[config.mk]
export PLATFORM = sky130hd
export DESIGN_NAME = mc_ctrl
export DESIGN_NICKNAME = d
export VERILOG_FILES = /design/src/rtl/mc_ctrl.sv
export SDC_FILE = /design/constraint.sdc
export NUM_CORES = 1
export LEC_CHECK = 0
export ABC_CLOCK_PERIOD_IN_PS = 3110
export BUFFER_PORTS_ARGS = -buffer_cell sky130_fd_sc_hd__buf_2
export CORE_UTILIZATION = 50
export CTS_BUF_LIST = sky130_fd_sc_hd__clkbuf_8
export CTS_CLUSTER_SIZE = 24
export DETAILED_ROUTE_END_ITERATION = 8
export PLACE_DENSITY = 0.87
export SYNTH_ARGS = -nofsm -noshare
export SYNTH_HDL_FRONTEND = slang
export SYNTH_SLANG_ARGS = --single-unit
[constraint.sdc]
create_clock -name clk -period 3.11 [get_ports clk]
set_clock_uncertainty 0.05 [all_clocks]
set_input_delay 0.4665 -clock clk [delete_from_list [all_inputs] [get_ports clk]]
set_output_delay 0.4665 -clock clk [all_outputs]
set_load 0.05 [all_outputs]
[src/rtl/mc_ctrl.sv]
// mc_ctrl: multi-cycle main control FSM for the Lab3 MIPS datapath.
// Walks IF/ID/EX/MEM/WB, decodes opcode in ID, drives PC/memory/ALU selects
// and the register-file strobes, stalls on mem_ready and counts retired
// instructions.
// Ports:
//   clk, rst              clock, synchronous active-high reset
//   opcode, funct, zero   IR fields and ALU zero flag (consumed by datapath)
//   mem_ready             memory handshake qualifying IF, MRD, MWR
//   pc_write..pcsource    Moore control strobes/selects decoded from state
//   illegal               one-cycle pulse in ID on an unknown opcode
//   inst_cnt              retired instruction counter (wraps)
//   state                 current state encoding for debug/display
module mc_ctrl #(
  parameter int CNT_W = 32
) (
  input  logic             clk,
  input  logic             rst,
  input  logic [5:0]       opcode,
  input  logic [5:0]       funct,
  input  logic             zero,
  input  logic             mem_ready,
  output logic             pc_write,
  output logic             pc_write_cond,
  output logic             iord,
  output logic             mem_read,
  output logic             mem_write,
  output logic             ir_write,
  output logic             memtoreg,
  output logic             regdst,
  output logic             write_reg,
  output logic             alusrc_a,
  output logic [1:0]       alusrc_b,
  output logic [1:0]       alu_op,
  output logic [1:0]       pcsource,
  output logic             illegal,
  output logic [CNT_W-1:0] inst_cnt,
  output logic [3:0]       state
);

  typedef enum logic [3:0] {
    S_IF = 4'd0, S_ID = 4'd1, S_MADR = 4'd2, S_MRD = 4'd3, S_MWB = 4'd4,
    S_MWR = 4'd5, S_REX = 4'd6, S_RWB = 4'd7, S_BEQ = 4'd8, S_JMP = 4'd9,
    S_IEX = 4'd10, S_IWB = 4'd11
  } state_t;

  localparam logic [5:0] OP_R    = 6'b00_0000;
  localparam logic [5:0] OP_LW   = 6'b10_0011;
  localparam logic [5:0] OP_SW   = 6'b10_1011;
  localparam logic [5:0] OP_BEQ  = 6'b00_0100;
  localparam logic [5:0] OP_J    = 6'b00_0010;
  localparam logic [5:0] OP_ADDI = 6'b00_1000;
  localparam logic [5:0] OP_ANDI = 6'b00_1100;
  localparam logic [5:0] OP_ORI  = 6'b00_1101;
  localparam logic [5:0] OP_SLTI = 6'b00_1010;

  state_t cur, nxt;
  logic   retire;

  // funct is decoded by the ALU control (alu_op=2) and zero is gated with
  // pc_write_cond in the datapath; neither affects sequencing here.
  logic unused_ok;
  assign unused_ok = ^{funct, zero};

  assign state = cur;

  // An instruction retires on the final cycle of its sequence; sw only
  // retires once its write has been accepted.
  always_comb begin
    retire = 1'b0;
    case (cur)
      S_MWB, S_RWB, S_IWB, S_BEQ, S_JMP: retire = 1'b1;
      S_MWR:                             retire = mem_ready;
      default:                           retire = 1'b0;
    endcase
  end

  always_ff @(posedge clk) begin
    if (rst) begin
      cur      <= S_IF;
      inst_cnt <= '0;
    end else begin
      cur <= nxt;
      if (retire) inst_cnt <= inst_cnt + 1'b1;
    end
  end

  always_comb begin
    nxt           = cur;
    pc_write      = 1'b0;
    pc_write_cond = 1'b0;
    iord          = 1'b0;
    mem_read      = 1'b0;
    mem_write     = 1'b0;
    ir_write      = 1'b0;
    memtoreg      = 1'b0;
    regdst        = 1'b0;
    write_reg     = 1'b0;
    alusrc_a      = 1'b0;
    alusrc_b      = 2'd0;
    alu_op        = 2'd0;
    pcsource      = 2'd0;
    illegal       = 1'b0;
    case (cur)
      S_IF: begin
        mem_read = 1'b1;
        alusrc_b = 2'd1;
        // PC+4 and IR load only once the fetch has actually completed
        ir_write = mem_ready;
        pc_write = mem_ready;
        if (mem_ready) nxt = S_ID;
      end
      S_ID: begin
        alusrc_b = 2'd3;
        case (opcode)
          OP_LW, OP_SW:                    nxt = S_MADR;
          OP_R:                            nxt = S_REX;
          OP_BEQ:                          nxt = S_BEQ;
          OP_J:                            nxt = S_JMP;
          OP_ADDI, OP_ANDI, OP_ORI, OP_SLTI: nxt = S_IEX;
          default: begin
            illegal = 1'b1;
            nxt     = S_IF;
          end
        endcase
      end
      S_MADR: begin
        alusrc_a = 1'b1;
        alusrc_b = 2'd2;
        nxt      = (opcode == OP_SW) ? S_MWR : S_MRD;
      end
      S_MRD: begin
        mem_read = 1'b1;
        iord     = 1'b1;
        if (mem_ready) nxt = S_MWB;
      end
      S_MWB: begin
        write_reg = 1'b1;
        memtoreg  = 1'b1;
        nxt       = S_IF;
      end
      S_MWR: begin
        mem_write = 1'b1;
        iord      = 1'b1;
        if (mem_ready) nxt = S_IF;
      end
      S_REX: begin
        alusrc_a = 1'b1;
        alu_op   = 2'd2;
        nxt      = S_RWB;
      end
      S_RWB: begin
        write_reg = 1'b1;
        regdst    = 1'b1;
        nxt       = S_IF;
      end
      S_BEQ: begin
        alusrc_a      = 1'b1;
        alu_op        = 2'd1;
        pc_write_cond = 1'b1;
        pcsource      = 2'd1;
        nxt           = S_IF;
      end
      S_JMP: begin
        pc_write = 1'b1;
        pcsource = 2'd2;
        nxt      = S_IF;
      end
      S_IEX: begin
        alusrc_a = 1'b1;
        alusrc_b = 2'd2;
        alu_op   = 2'd3;
        nxt      = S_IWB;
      end
      S_IWB: begin
        write_reg = 1'b1;
        nxt       = S_IF;
      end
      default: nxt = S_IF;
    endcase
  end

endmodule

# Word-level counts from Yosys, hierarchy flattened
# Cells that the tools add are included.
[classes]
n_addsub = 1
n_eq_ne = 22
muxes = 22
n_reduce_logical = 12
[op_table]
columns = ["operator", "n"]
rows = [
  ["32-bit by 1-bit adder with 32-bit output (second input constant)", 1],
  ["4-bit case mux with 7 select lines", 1],
  ["6-bit by 4-bit equality test with 1-bit output (second input constant)", 4],
  ["4-bit case mux with 5 select lines", 1],
  ["4-bit by 3-bit equality test with 1-bit output (second input constant)", 4],
  ["4-bit equality test (second input constant)", 4],
  ["6-bit equality test (second input constant)", 2],
  ["4-bit 2-to-1 mux", 3],
  ["2-bit case mux with 3 select lines", 2],
  ["1-bit 2-to-1 mux", 11],
  ["9-bit OR reduction", 1],
  ["4-bit by 2-bit equality test with 1-bit output (second input constant)", 2],
  ["2-bit OR reduction", 4],
  ["4-bit OR reduction", 2],
  ["6-bit by 2-bit equality test with 1-bit output (second input constant)", 1],
  ["6-bit by 3-bit equality test with 1-bit output (second input constant)", 1],
  ["6-bit zero test", 1],
  ["2-bit != test (second input constant)", 3],
  ["5-bit OR reduction", 1],
  ["4-bit by 1-bit equality test with 1-bit output (second input constant)", 1],
  ["4-bit zero test", 1],
  ["1-bit case mux with 2 select lines", 2],
  ["2-bit case mux with 2 select lines", 1],
  ["3-bit 2-to-1 mux", 1],
  ["2 further kinds", 2],
]
[totals]
regBits = 36
input_bits = 16
out_inout_bits = 53

# Longest topological paths before layout
[logic_depth]
word_depth = 4
ltp_mapped = 8
ltp_nobuf = 6

# Least setup slack after synthesis
# Ideal clock, no wire load.
[synth_timing]
path_kind = "flip-flop to output port"
from = "register cur[3] (netlist: state[3])"
to = "output port pc_write"
arrival_ns = 2.878
t_required_ns = 2.593
path_slack_ns = -0.284
stages_incl_launch_ff = 5
path_buffers = 1
cell_sequence = "dfxtp_1 -> buf_2 -> nor3_1 -> and3_1 -> or2_2"
[synth_via]
elab_chain_cells = 2
word_cells_on_any_way = 3
cone_classes = "1 x eq/ne; 1 x mux; 1 x reduce/logical"
[synth_rtl]
columns = ["item", "line_no", "source"]
rows = [
  ["start: declaration", "56", "state_t cur, nxt;"],
  ["start signal: assignment", "82", "cur <= nxt;"],
  ["4-bit equality test / 4-bit zero test (equally long branches)", "103", "case (cur)"],
  ["1-bit case mux with 2 select lines *", "103", ""],
  ["end: declaration", "22", "output logic pc_write,"],
]
# Every way passes the cells marked *; elsewhere a longest branch is shown, timed or not.

# Worst setup path in the final report
[layout_timing]
from = "input port opcode[0]"
to = "output port illegal"
[layout_via]
elab_chain_cells = 4
word_cells_on_any_way = 12
cone_classes = "8 x eq/ne; 2 x mux; 2 x reduce/logical"
[layout_rtl]
columns = ["item", "line_no", "source"]
rows = [
  ["start: declaration", "18", "input logic [5:0] opcode,"],
  ["6-bit equality test (tied with other cells)", "114", "case (opcode)"],
  ["9-bit OR reduction (no source line) *", "-", ""],
  ["1-bit 2-to-1 mux *", "114", ""],
  ["1-bit 2-to-1 mux *", "103", ""],
  ["end: declaration", "35", "output logic illegal,"],
]
# Marks and branches as above.

==> impl_metrics.ini <==
[placed_design]
globalplace.congestion = 0.841
hpwlAfterDp_um = 3800
dp_slack_ps = 635
port_buffers = 61
dpl_cell_area_um2 = 2540

[global_routing]
grt.overflow.total = 0
grt_pass1_wl_um = 8530
grtUsageTotal = 0.243
antenna_found_initial = 0
first_global_vias = 1898
grt_max_degree = 38

[synthesis]
synthFlopType = dfxtp_1
synth_cell_types = 49
yosysWarningCount = 0
syn_area_per_cell_um2 = 7.76
synth_cells = 282
synth-seq-area-share = 0.329
ys_seq_elements = 36
ys_async_sr_fraction = 0
synth_fp_nets = 299
netlist_area_um2 = 2190
synth_edf_count = 0

[worst_hold_path]
worstHoldEndpoint = inst_cnt[28]
holdPathStages = 2
hp-class = reg -> reg
hold_start = inst_cnt[28]

[sta]
finalCriticalPeriod_ps = 2490
period_share = 0.802
worstMarginPinSlew_ps = 646
drv_slew = 0
finalSetupViolCount = 0
rsz0062_at_grt = false
holdWs_ps = 444
hold_violations = 0
tns_ps = 0
slew_headroom = 0.569
fmax_mhz = 401
timing.final.ws_setup_ps = 615

[critical_path]
crit_chain = buf_2 -> or4b_2 -> o31a_1 -> a21oi_1 -> and3b_1 -> buf_2
cp_max_fo = 5
cp-end-kind = output pin
critical_path.slowest_cell = or4b_2
path_class = in -> out
r2r_slack_ps = 690
worst_path_most_repeated_cell = buf_2
crit_family = simple AND/OR/NAND/NOR gates
regToRegStartpoint = state[2]
cp_num_buf_inv = 2
startpoint_type = input pin
reg2reg_to = inst_cnt[30]
cp.arrival_ps = 1980
required_ps = 2590
rr_worst_depth = 6
max_stage_delay_ps = 670

[power]
power.density_nw_per_um2 = 359
vdd_drop_max_mv = 0.235
p_leak_uw = 0.00103

[clocking]
htreeDepth = 2
cts_buffer_depth = 2
cts_tree = built
post_cts_buffers = 0
cts_buffers = 5
cts.sinks = 36
ctsHoldBuffers = 0
clk_pin_slew_worst_paths_ps = 70
root_buffer = clkbuf_8
worst_skew_pair.late_latency_ps = 290
cts_resized = 0

[run]
maxCapViolCount = 0

[finish]
fin_nets = 359
mostFrequentLayoutCell = buf_2
seqCellArea_um2 = 721
fin_area_um2 = 2640
fill_cells = 379
drive_gt1_frac = 0.260
antenna_cells = 0
area_growth_pct = 20.6
multi_input_area_um2 = 1370
layout_common_cells = buf_2, nor2_1, dfxtp_1

[detailed_routing]
ant_nets = 0
dr.pass1.iters = 4
dr_total_vias = 2270
wire_per_inst_um = 13.6
wl_met1_um = 2410
drc = 0
wl_met3_um = 368
wl_met2_um = 2490
topRoutingLayerUsed = met4
drt_first_iter_violations = 283
viasPerCell = 5.79
routed_wl_um = 5330

[die]
row_count = 23
io_pins = 69
core_area_um2 = 4120
die_h_um = 68.2
dieArea_um2 = 4650
dieWidth_um = 68.2
start_util = 0.532

[outcome]
outcome = finished clean
sequential cells by signal, summed over array words and instances, names as in the netlist:
signal / cells
inst_cnt: 32
state: 4
worst reg2reg max path, delay by kind of cell, from the launching register on:
kind / cells / cell delay (ps)
and+or+nand+nor: 3 / 880
AOI/OAI and AO/OA: 2 / 740
DFF: 1 / 410
buffers and inverters: 1 / 260
report_power, final:
part	switching (µW)	internal (µW)	leakage (µW)	total, µW
clock network	160	197	0.0000503	357
registers	6.01	463	0.000290	469
logic	88.6	32.3	0.000694	121
synth_stat cells, drive strengths merged, types with 2 or more instances:
cell type,instances,area share
a2111oi,2,0.011
a21oi,14,0.032
a31oi,3,0.0086
and2,3,0.0086
and3,3,0.0086
and4,5,0.020
buf,9,0.024
clkbuf,6,0.010
dfxtp,36,0.33
inv,9,0.015
nand2,24,0.041
nand2b,3,0.0086
nand3,18,0.041
nand3b,2,0.0069
nand4,10,0.029
nand4b,5,0.020
nor2,36,0.062
nor2b,2,0.0057
nor3,20,0.053
nor4,11,0.045
o21ai,13,0.030
o21ba,2,0.0091
o31ai,2,0.0069
or2,3,0.0086
or3,4,0.011
xnor2,18,0.072
xor2,5,0.020
worst max path at each step:
stage	from	slack, ps	cells after the start	to
after floorplan	state[0]	-20	4	pc_write
after global placement	opcode[0]	680	6	illegal
after detailed placement	opcode[0]	630	6	illegal
after CTS	opcode[0]	630	6	illegal
after global routing	state[0]	510	4	write_reg
final	opcode[0]	620	6	illegal
final cells by class:
cell class                 instances  share of cell area
clock buffer                       7              0.0365
inverter                           9              0.0128
multi-input combinational        222               0.519
sequential                        36               0.273
tap                               50              0.0237
timing repair buffer              68               0.135
layer usage:
layer,vias up,global-route usage
met3,6,0.0567
met1,1046,0.326
li1,1135,-
met4,0,0.104
met5,-,0
met2,83,0.370
cells by family (layout without fill, tap and decap cells):
group,Yosys count,after routing,synth area share
simple gates,153,153,0.389
compound gates,44,44,0.130
flops,36,36,0.329
buf+inv,24,84,0.0497
xor+xnor,23,23,0.0920
fa+ha+maj,1,1,0.00571
mux,1,1,0.00457
stage by stage:
stage	cells	util	total power [µW]
after floorplan	282	-	569
after global routing	392	0.642	981
after CTS	392	0.642	951
after detailed placement	385	0.618	600
after global placement	385	0.618	598
final	392	0.642	947
Note: power is estimated with default switching activity, not from simulation.
